--- config.mk ---
export PLATFORM = sky130hd
export DESIGN_NAME = reg_dump_sequencer
export DESIGN_NICKNAME = d
export VERILOG_FILES = /design/src/rtl/mips_pkg.sv /design/src/rtl/reg_dump_csum.sv /design/src/rtl/reg_dump_sequencer.sv
export SDC_FILE = /design/constraint.sdc
export NUM_CORES = 1
export LEC_CHECK = 0
export ABC_AREA = 1
export CAP_MARGIN = 25
export CORE_ASPECT_RATIO = 1.75
export CORE_MARGIN = 2
export CORE_UTILIZATION = 50
export CTS_CLUSTER_SIZE = 24
export DETAILED_ROUTE_END_ITERATION = 7
export PLACE_DENSITY = 0.89
export SKIP_LAST_GASP = 1
export SLEW_MARGIN = 20
export SYNTH_ARGS = -nofsm -noshare
export SYNTH_HDL_FRONTEND = slang
export SYNTH_SLANG_ARGS = --single-unit
--- constraint.sdc ---
create_clock -name clk -period 3.3 [get_ports clk]
set_clock_uncertainty 0.2 [all_clocks]
set_input_delay 0.66 -clock clk [delete_from_list [all_inputs] [get_ports clk]]
set_output_delay 0.66 -clock clk [all_outputs]
set_load 0.02 [all_outputs]
--- src/rtl/mips_pkg.sv ---
// mips_pkg: shared definitions for the MIPS register-file side blocks.
//   dump_state_e : state encoding for the register dump sequencer FSM
//   addr_width() : address width for a register file of a given depth
package mips_pkg;

    typedef enum logic [2:0] {
        ST_IDLE = 3'd0,
        ST_READ = 3'd1,
        ST_SEND = 3'd2,
        ST_CSUM = 3'd3,
        ST_DONE = 3'd4
    } dump_state_e;

    // A depth of 1 still needs a 1-bit address port.
    function automatic int addr_width(input int n);
        return (n > 1) ? $clog2(n) : 1;
    endfunction

endpackage

--- src/rtl/reg_dump_csum.sv ---
// reg_dump_csum: running sum modulo 2^width of the data beats of one dump.
//   clk, reset_n : clock, asynchronous active-low reset
//   clear        : zero the sum (start of a new dump); wins over accumulate
//   accumulate   : add data_in this cycle (a data beat was accepted)
//   data_in      : beat payload
//   sum          : current sum
module reg_dump_csum #(
    parameter int width = 16
) (
    input  logic             clk,
    input  logic             reset_n,
    input  logic             clear,
    input  logic             accumulate,
    input  logic [width-1:0] data_in,
    output logic [width-1:0] sum
);

    logic [width-1:0] sum_q, sum_d;

    always_comb begin
        sum_d = sum_q;
        if (clear)
            sum_d = '0;
        else if (accumulate)
            sum_d = sum_q + data_in;
    end

    always_ff @(posedge clk or negedge reset_n) begin
        if (!reset_n) sum_q <= '0;
        else          sum_q <= sum_d;
    end

    assign sum = sum_q;

endmodule

--- src/rtl/reg_dump_sequencer.sv ---
// reg_dump_sequencer: on start, reads registers first_address..last_address
// (inclusive, wrapping past depth-1 to 0) through one RegisterFile read port
// and streams each word on a valid/ready interface.
//
// Build option: define REG_DUMP_CHECKSUM_EN to append a checksum beat (sum of
// all data beats modulo 2^width) after the last data beat. Without it there is
// no checksum state, out_is_csum is 0 and out_last marks the final data beat.
//
// Ports:
//   clk, reset_n      clock, asynchronous active-low reset
//   start             request a dump (only honoured in IDLE)
//   abort             end the dump at the next edge
//   first_address     first register, sampled with start
//   last_address      last register (inclusive), sampled with start
//   rf_read_address   RegisterFile read address (read port shared with datapath)
//   rf_read_data      combinational RegisterFile read data
//   out_valid/ready   beat handshake
//   out_data          beat payload
//   out_address       register address of the payload
//   out_last          final beat of the dump
//   out_is_csum       beat carries the checksum
//   busy              not in IDLE
//   done              one-cycle pulse at completion or abort
module reg_dump_sequencer
    import mips_pkg::*;
#(
    parameter  int depth = 32,
    parameter  int width = 16,
    localparam int AW    = addr_width(depth)
) (
    input  logic             clk,
    input  logic             reset_n,
    input  logic             start,
    input  logic             abort,
    input  logic [AW-1:0]    first_address,
    input  logic [AW-1:0]    last_address,
    output logic [AW-1:0]    rf_read_address,
    input  logic [width-1:0] rf_read_data,
    output logic             out_valid,
    input  logic             out_ready,
    output logic [width-1:0] out_data,
    output logic [AW-1:0]    out_address,
    output logic             out_last,
    output logic             out_is_csum,
    output logic             busy,
    output logic             done
);

`ifdef REG_DUMP_CHECKSUM_EN
    localparam bit CSUM_EN = 1'b1;
`else
    localparam bit CSUM_EN = 1'b0;
`endif

    dump_state_e      state_q, state_d;
    logic [AW-1:0]    addr_q, addr_d;       // register being read / last read
    logic [AW-1:0]    end_q, end_d;         // inclusive last register
    logic [width-1:0] data_q, data_d;       // captured beat payload
    logic [AW-1:0]    data_addr_q, data_addr_d;
    logic             data_last_q, data_last_d;

    logic [AW-1:0]    addr_next;
    logic             at_end;
    logic             abort_hit;

    // Explicit wrap so non power-of-two depths step depth-1 -> 0.
    assign addr_next = (addr_q == AW'(depth - 1)) ? '0 : addr_q + AW'(1);
    assign at_end    = (addr_q == end_q);
    assign abort_hit = abort && (state_q == ST_READ || state_q == ST_SEND ||
                                 state_q == ST_CSUM);

    // addr_q only moves on entry to READ, so driving the shared read port
    // straight from it keeps the port steady everywhere else.
    assign rf_read_address = addr_q;

`ifdef REG_DUMP_CHECKSUM_EN
    logic [width-1:0] csum_value;
    logic             csum_clear;
    logic             csum_acc;

    // A beat killed by abort is not delivered, so it is not summed either.
    assign csum_clear = (state_q == ST_IDLE) && start;
    assign csum_acc   = (state_q == ST_SEND) && out_ready && !abort;

    reg_dump_csum #(.width(width)) u_csum (
        .clk        (clk),
        .reset_n    (reset_n),
        .clear      (csum_clear),
        .accumulate (csum_acc),
        .data_in    (data_q),
        .sum        (csum_value)
    );
`endif

    // State register
    always_ff @(posedge clk or negedge reset_n) begin
        if (!reset_n) begin
            state_q     <= ST_IDLE;
            addr_q      <= '0;
            end_q       <= '0;
            data_q      <= '0;
            data_addr_q <= '0;
            data_last_q <= 1'b0;
        end else begin
            state_q     <= state_d;
            addr_q      <= addr_d;
            end_q       <= end_d;
            data_q      <= data_d;
            data_addr_q <= data_addr_d;
            data_last_q <= data_last_d;
        end
    end

    // Next state and datapath
    always_comb begin
        state_d     = state_q;
        addr_d      = addr_q;
        end_d       = end_q;
        data_d      = data_q;
        data_addr_d = data_addr_q;
        data_last_d = data_last_q;

        if (abort_hit) begin
            state_d = ST_DONE;
        end else begin
            unique case (state_q)
                ST_IDLE: begin
                    if (start) begin
                        addr_d  = first_address;
                        end_d   = last_address;
                        state_d = ST_READ;
                    end
                end
                ST_READ: begin
                    data_d      = rf_read_data;
                    data_addr_d = addr_q;
                    data_last_d = at_end && !CSUM_EN;
                    state_d     = ST_SEND;
                end
                ST_SEND: begin
                    if (out_ready) begin
                        if (at_end) begin
                            state_d = CSUM_EN ? ST_CSUM : ST_DONE;
                        end else begin
                            addr_d  = addr_next;
                            state_d = ST_READ;
                        end
                    end
                end
`ifdef REG_DUMP_CHECKSUM_EN
                ST_CSUM: begin
                    if (out_ready)
                        state_d = ST_DONE;
                end
`endif
                ST_DONE: state_d = ST_IDLE;
                default: state_d = ST_IDLE;
            endcase
        end
    end

    // Outputs (from registered state only)
    always_comb begin
        out_valid   = 1'b0;
        out_data    = '0;
        out_address = '0;
        out_last    = 1'b0;
        out_is_csum = 1'b0;
        busy        = (state_q != ST_IDLE);
        done        = (state_q == ST_DONE);
        unique case (state_q)
            ST_SEND: begin
                out_valid   = 1'b1;
                out_data    = data_q;
                out_address = data_addr_q;
                out_last    = data_last_q;
            end
`ifdef REG_DUMP_CHECKSUM_EN
            ST_CSUM: begin
                out_valid   = 1'b1;
                out_data    = csum_value;
                out_address = end_q;
                out_last    = 1'b1;
                out_is_csum = 1'b1;
            end
`endif
            default: ;
        endcase
    end

endmodule

-- Yosys cells after proc, flatten, opt, wreduce, memory -nomap -nowiden
Index checks and enable logic that the tools add are counted.
- output and inout bits: 31
- logic and storage cells: 43
- input bits: 31
- bits in registers: 35
- eq/ne operators: 11
- muxes and demuxes: 14
- bitwise logic cells: 1
- reduce and logical (&&, ||, !) cells: 10
- $add $sub $neg: 1
- operators with widths (kind ; count):
    5-bit two-way mux ; 5
    16-bit two-way mux ; 1
    3-bit two-way mux ; 4
    5-bit case mux with 2 select lines ; 1
    3-bit case mux with 3 select lines ; 1
    3-bit by 2-bit equality test with 1-bit output, second input constant ; 2
    2-bit inequality test, second input constant ; 3
    3-bit inequality test, second input constant ; 2
    5-bit by 1-bit adder with 5-bit output, second input constant ; 1
    5-bit equality test ; 1
    5-bit equality test, second input constant ; 1
    5-bit AND reduction ; 1
    2-bit AND reduction ; 2
    3-bit by 1-bit equality test with 1-bit output, second input constant ; 1
    3-bit equality test, second input constant ; 1
    3-bit zero test ; 1
    3-bit AND reduction ; 1
    3-bit nonzero test ; 1
    1-bit logical OR ; 2
    1-bit two-way mux ; 2
    2-bit nonzero test ; 1
    1-bit logical AND ; 1
    1-bit NOT ; 1

-- Depth between registers and ports, before layout
Gate-level depths: netlist (run 1).
- depth in word-level cells: 6
- gate-level depth with buffers: 9
- mapped depth without buffers: 9

-- Worst setup path before layout (run 1)
No wires, ideal clock.
- path kind: register -> output
- start: reg state_q[2]
- end: out out_address[0]
- arrival time: 1.240 ns
- setup slack: 1.200 ns
- data required time: 2.440 ns
- buffers on the path: 2
- cell stages (with the launch flop): 6
- cells stage by stage: dfrtp_1 > inv_2 > nand3_2 > buf_4 > buf_2 > nor2_1
- longest elaborated chain between the ends: 2
- RTL lines (item ; RTL line ; source):
    start, declared ; reg_dump_sequencer.sv:55 ; dump_state_e state_q, state_d;
    start signal, assigned ; reg_dump_sequencer.sv:105 ; state_q <= state_d;
    3-bit by 2-bit equality test with 1-bit output ; reg_dump_sequencer.sv:171 ; unique case (state_q)
    5-bit two-way mux ; reg_dump_sequencer.sv:171 ;
    end, declared ; reg_dump_sequencer.sv:42 ; output logic [AW-1:0] out_address,
No other way between the ends.

-- Worst setup path in the final report (run 1)
- start: reg state_q[2]
- end: out out_address[2]
Same word-level chain as after synthesis.

==> results of run 1 <==
[worst max-delay path, delay by kind of cell, from the launching register on]
| family | cells | cell delay, ps |
|---|---|---|
| simple gates | 2 | 700 |
| flops | 1 | 410 |
| buf+inv | 2 | 780 |
[stage by stage]
| stage | utilization [%] | hold WS (ps) |
|---|---|---|
| 2_1_floorplan | - | 164.4 |
| 3_5_place_dp | 68.86 | 278.9 |
| 5_1_grt | 71.15 | 326.1 |
| 4_1_cts | 71.15 | 295.7 |
| 6_report | 71.15 | 292.7 |
| 3_3_place_gp | 68.86 | 272.2 |
[logic make-up (layout without fill, tap and decap cells)]
kind of cell               after synthesis  in the layout  synth area share (%)
AOI/OAI and AO/OA                       28             28                 10.60
xor gates and xnor gates                 3              3                 1.366
adders and majority gates                2              2                 1.300
buffers and inverters                   45            107                 11.05
DFF                                     35             35                 45.51
muxes                                    1              1                0.5851
other                                    1              1                0.1949
and+or+nand+nor                        113            113                 29.39
[registers in the layout, summed over array words and instances (netlist names)]
signal           cells
end_q                5
rf_read_address      5
data_addr_q          5
state_q              3
data_q              16
data_last_q          1
[path summary, 6_finish.rpt]
check	to	start	slack, ps	depth (start not counted)
min reg2reg	data_last_q	data_last_q	290	2
max in group asynchronous	rf_read_address[2]	reset_n	1990	2
min in group asynchronous	state_q[2]	reset_n	590	2
max	out_address[2]	state_q[2]	260	4
max reg2reg	data_q[1]	state_q[0]	1250	6
min	data_last_q	data_last_q	290	2
[layout by cell type (no fill, tap or decap), drive strengths merged]
cell | Yosys | layout
clkinv | 0 | 3
nand2 | 47 | 47
a21oi | 21 | 21
dfrtp | 35 | 35
buf | 8 | 2
clkbuf | 0 | 5
xnor2 | 1 | 1
xor2 | 2 | 2
clkdlybuf4s50 | 0 | 60
o21ai | 7 | 7
conb | 1 | 1
nand3 | 11 | 11
ha | 2 | 2
nand4 | 3 | 3
inv | 37 | 37
mux2 | 1 | 1
nor2 | 52 | 52
[power breakdown]
part           leakage, nW  switching [W]  internal, W
Sequential           0.404       0.000123     0.000628
Combinational        0.809       0.000771     0.000504
Clock               0.0477       0.000145     0.000144
Total                 1.26        0.00104      0.00128
[layout make-up]
type                       instances  share of cell area, %
clock inverter                     3                 0.5758
multi-input combinational        148                  32.05
inverter                          37                  5.326
tap                               46                  2.207
sequential                        35                  33.59
timing repair buffer              62                  23.61
clock buffer                       5                  2.639
[metal layers]
layer,share of wire [%],GRT usage [%],vias up
met4,4.1,12.04,0
met1,38,23.19,741
li1,-,-,810
met2,54,35.29,57
met3,4.2,4.530,14
met5,0,0,-
==> flow_metrics.py, run 1 <==
metrics = {
    "global_route": {
        "grt_usage_pct": 20.68,
        "antenna_found_initial": 0,
        "grt_pass1_wl_um": 6913,
        "grt-ovfl-total": 0,
        "grt_max_degree": 46,
        "grt_pass1_vias": 1632,
    },
    "layout": {
        "multi_input_area_um2": 835.8,
        "syn2layout_area_growth_pct": 35.50,
        "stdcell_count": 336,
        "fillerInstances": 315,
        "layout.area.seq_um2": 875.8,
        "nNetsFinal": 322,
        "finalInstanceArea_um2": 2608,
        "drive_gt1_share_pct": 19.66,
        "antennaDiodeCount": 0,
    },
    "outcome": {
        "status": "finished, final reports clean",
    },
    "cts": {
        "cts.sinks": 35,
        "clock_path_buffers": 2,
        "cts_resized": 0,
        "postCtsSetupRepairBufs": 0,
        "cts_root_buffer": "clkbuf_8",
        "htreeDepth": 2,
        "cts_buffers": 5,
        "clk_pin_slew_worst_paths_ps": 70,
        "cts_tree": "built",
        "insertion_delay_ps": 280,
        "ctsHoldBuffers": 0,
    },
    "logic_synthesis": {
        "avgSynthCellArea_um2": 8.440,
        "netlist.top_cell.by_area": "dfrtp_1",
        "seq_area_frac_synth_pct": 45.51,
        "yosysMostFrequentCell": "nand2_1",
        "synth_common_cells": "nand2_1 (44), nor2_1 (36), dfrtp_1 (35), inv_1 (31), a21oi_2 (17)",
        "synth_top_area_share_pct": 45.51,
        "syn-num-nets": 261,
        "syn_area_um2": 1924,
        "ys.flop_type": "dfrtp_1",
        "synth_edf_count": 0,
        "synth_cells": 228,
        "yosys_warnings": 0,
        "synth_seq_cells": 35,
        "ys_async_sr_fraction_pct": 100.0,
        "synth_area_leaders": "dfrtp_1 (46%), nand2_1 (8.6%), a21oi_2 (7.7%), nor2_1 (7.0%), inv_1 (6.0%)",
        "yosysUniqueCellTypes": 27,
    },
    "setup_path": {
        "crit_chain": "inv_2 > nand3_2 > nor2_1 > clkdlybuf4s50_1",
        "worstPathArrival_ps": 2180,
        "startpoint_type": "flop",
        "path_max_fanout": 24,
        "critPathSlowestCell": "clkdlybuf4s50_1",
        "crit_path_end_kind": "output pin",
        "cp.required_ps": 2440,
        "critPathMaxStageDelay_ps": 640,
        "criticalPathCategory": "flop to output pin",
    },
    "route": {
        "first_iter_violations": 39,
        "first_pass_iters": 4,
        "ant_nets": 0,
        "routed_wirelength_um": 3937,
        "avgRoutedWirePerCell_um": 11.72,
        "drc": 0,
        "vias_per_cell": 4.827,
        "vias": 1622,
    },
    "die": {
        "start_util_pct": 52.51,
        "num_rows": 29,
        "die_h_um": 86.07,
        "dieArea_um2": 4381,
        "io_pins": 62,
        "die_x_um": 50.90,
        "core_area_um2": 3665,
    },
    "placed_design": {
        "hpwlAfterDp_um": 2932,
        "portBuffers": 60,
        "dp_slack_ps": 540.7,
        "placed_cell_area_um2": 2524,
        "place_inst": 328,
        "gp_congestion": 0.8085,
    },
    "flow_run": {
        "cap_violations": 0,
    },
    "timing": {
        "fin_ws_ps": 263.6,
        "setup_violations": 0,
        "maxSlewHeadroom_pct": 46.40,
        "hold_viol": 0,
        "finalSetupTns_ps": 0,
        "finalCriticalPeriod_ps": 3036,
        "max_freq_ghz": 0.3293,
        "min_period_over_period_pct": 92.01,
        "rsz0062_at_grt": "false",
        "tightestPinTransition_ps": 802.5,
        "slew_violations": 0,
    },
    "power_and_ir_drop": {
        "peakVddDrop_v": 0.0006657,
        "p_per_area_nw_per_um2": 887.6,
        "p_leak_nw": 1.260,
        "power.total_w": 0.002314,
    },
    "min_path": {
        "hold_path.class": "flop to flop",
    },
}
Power figures use the tool's default switching activity.
==> inputs of run 2 (changes only) <==
--- a/config.mk
+++ b/config.mk
@@ -13,7 +13,6 @@
 export CTS_CLUSTER_SIZE = 24
 export DETAILED_ROUTE_END_ITERATION = 7
 export PLACE_DENSITY = 0.89
-export SKIP_LAST_GASP = 1
 export SLEW_MARGIN = 20
 export SYNTH_ARGS = -nofsm -noshare
 export SYNTH_HDL_FRONTEND = slang
==> results of run 2 <==
Final layout, timing and power as in run 1 (identical DEF).
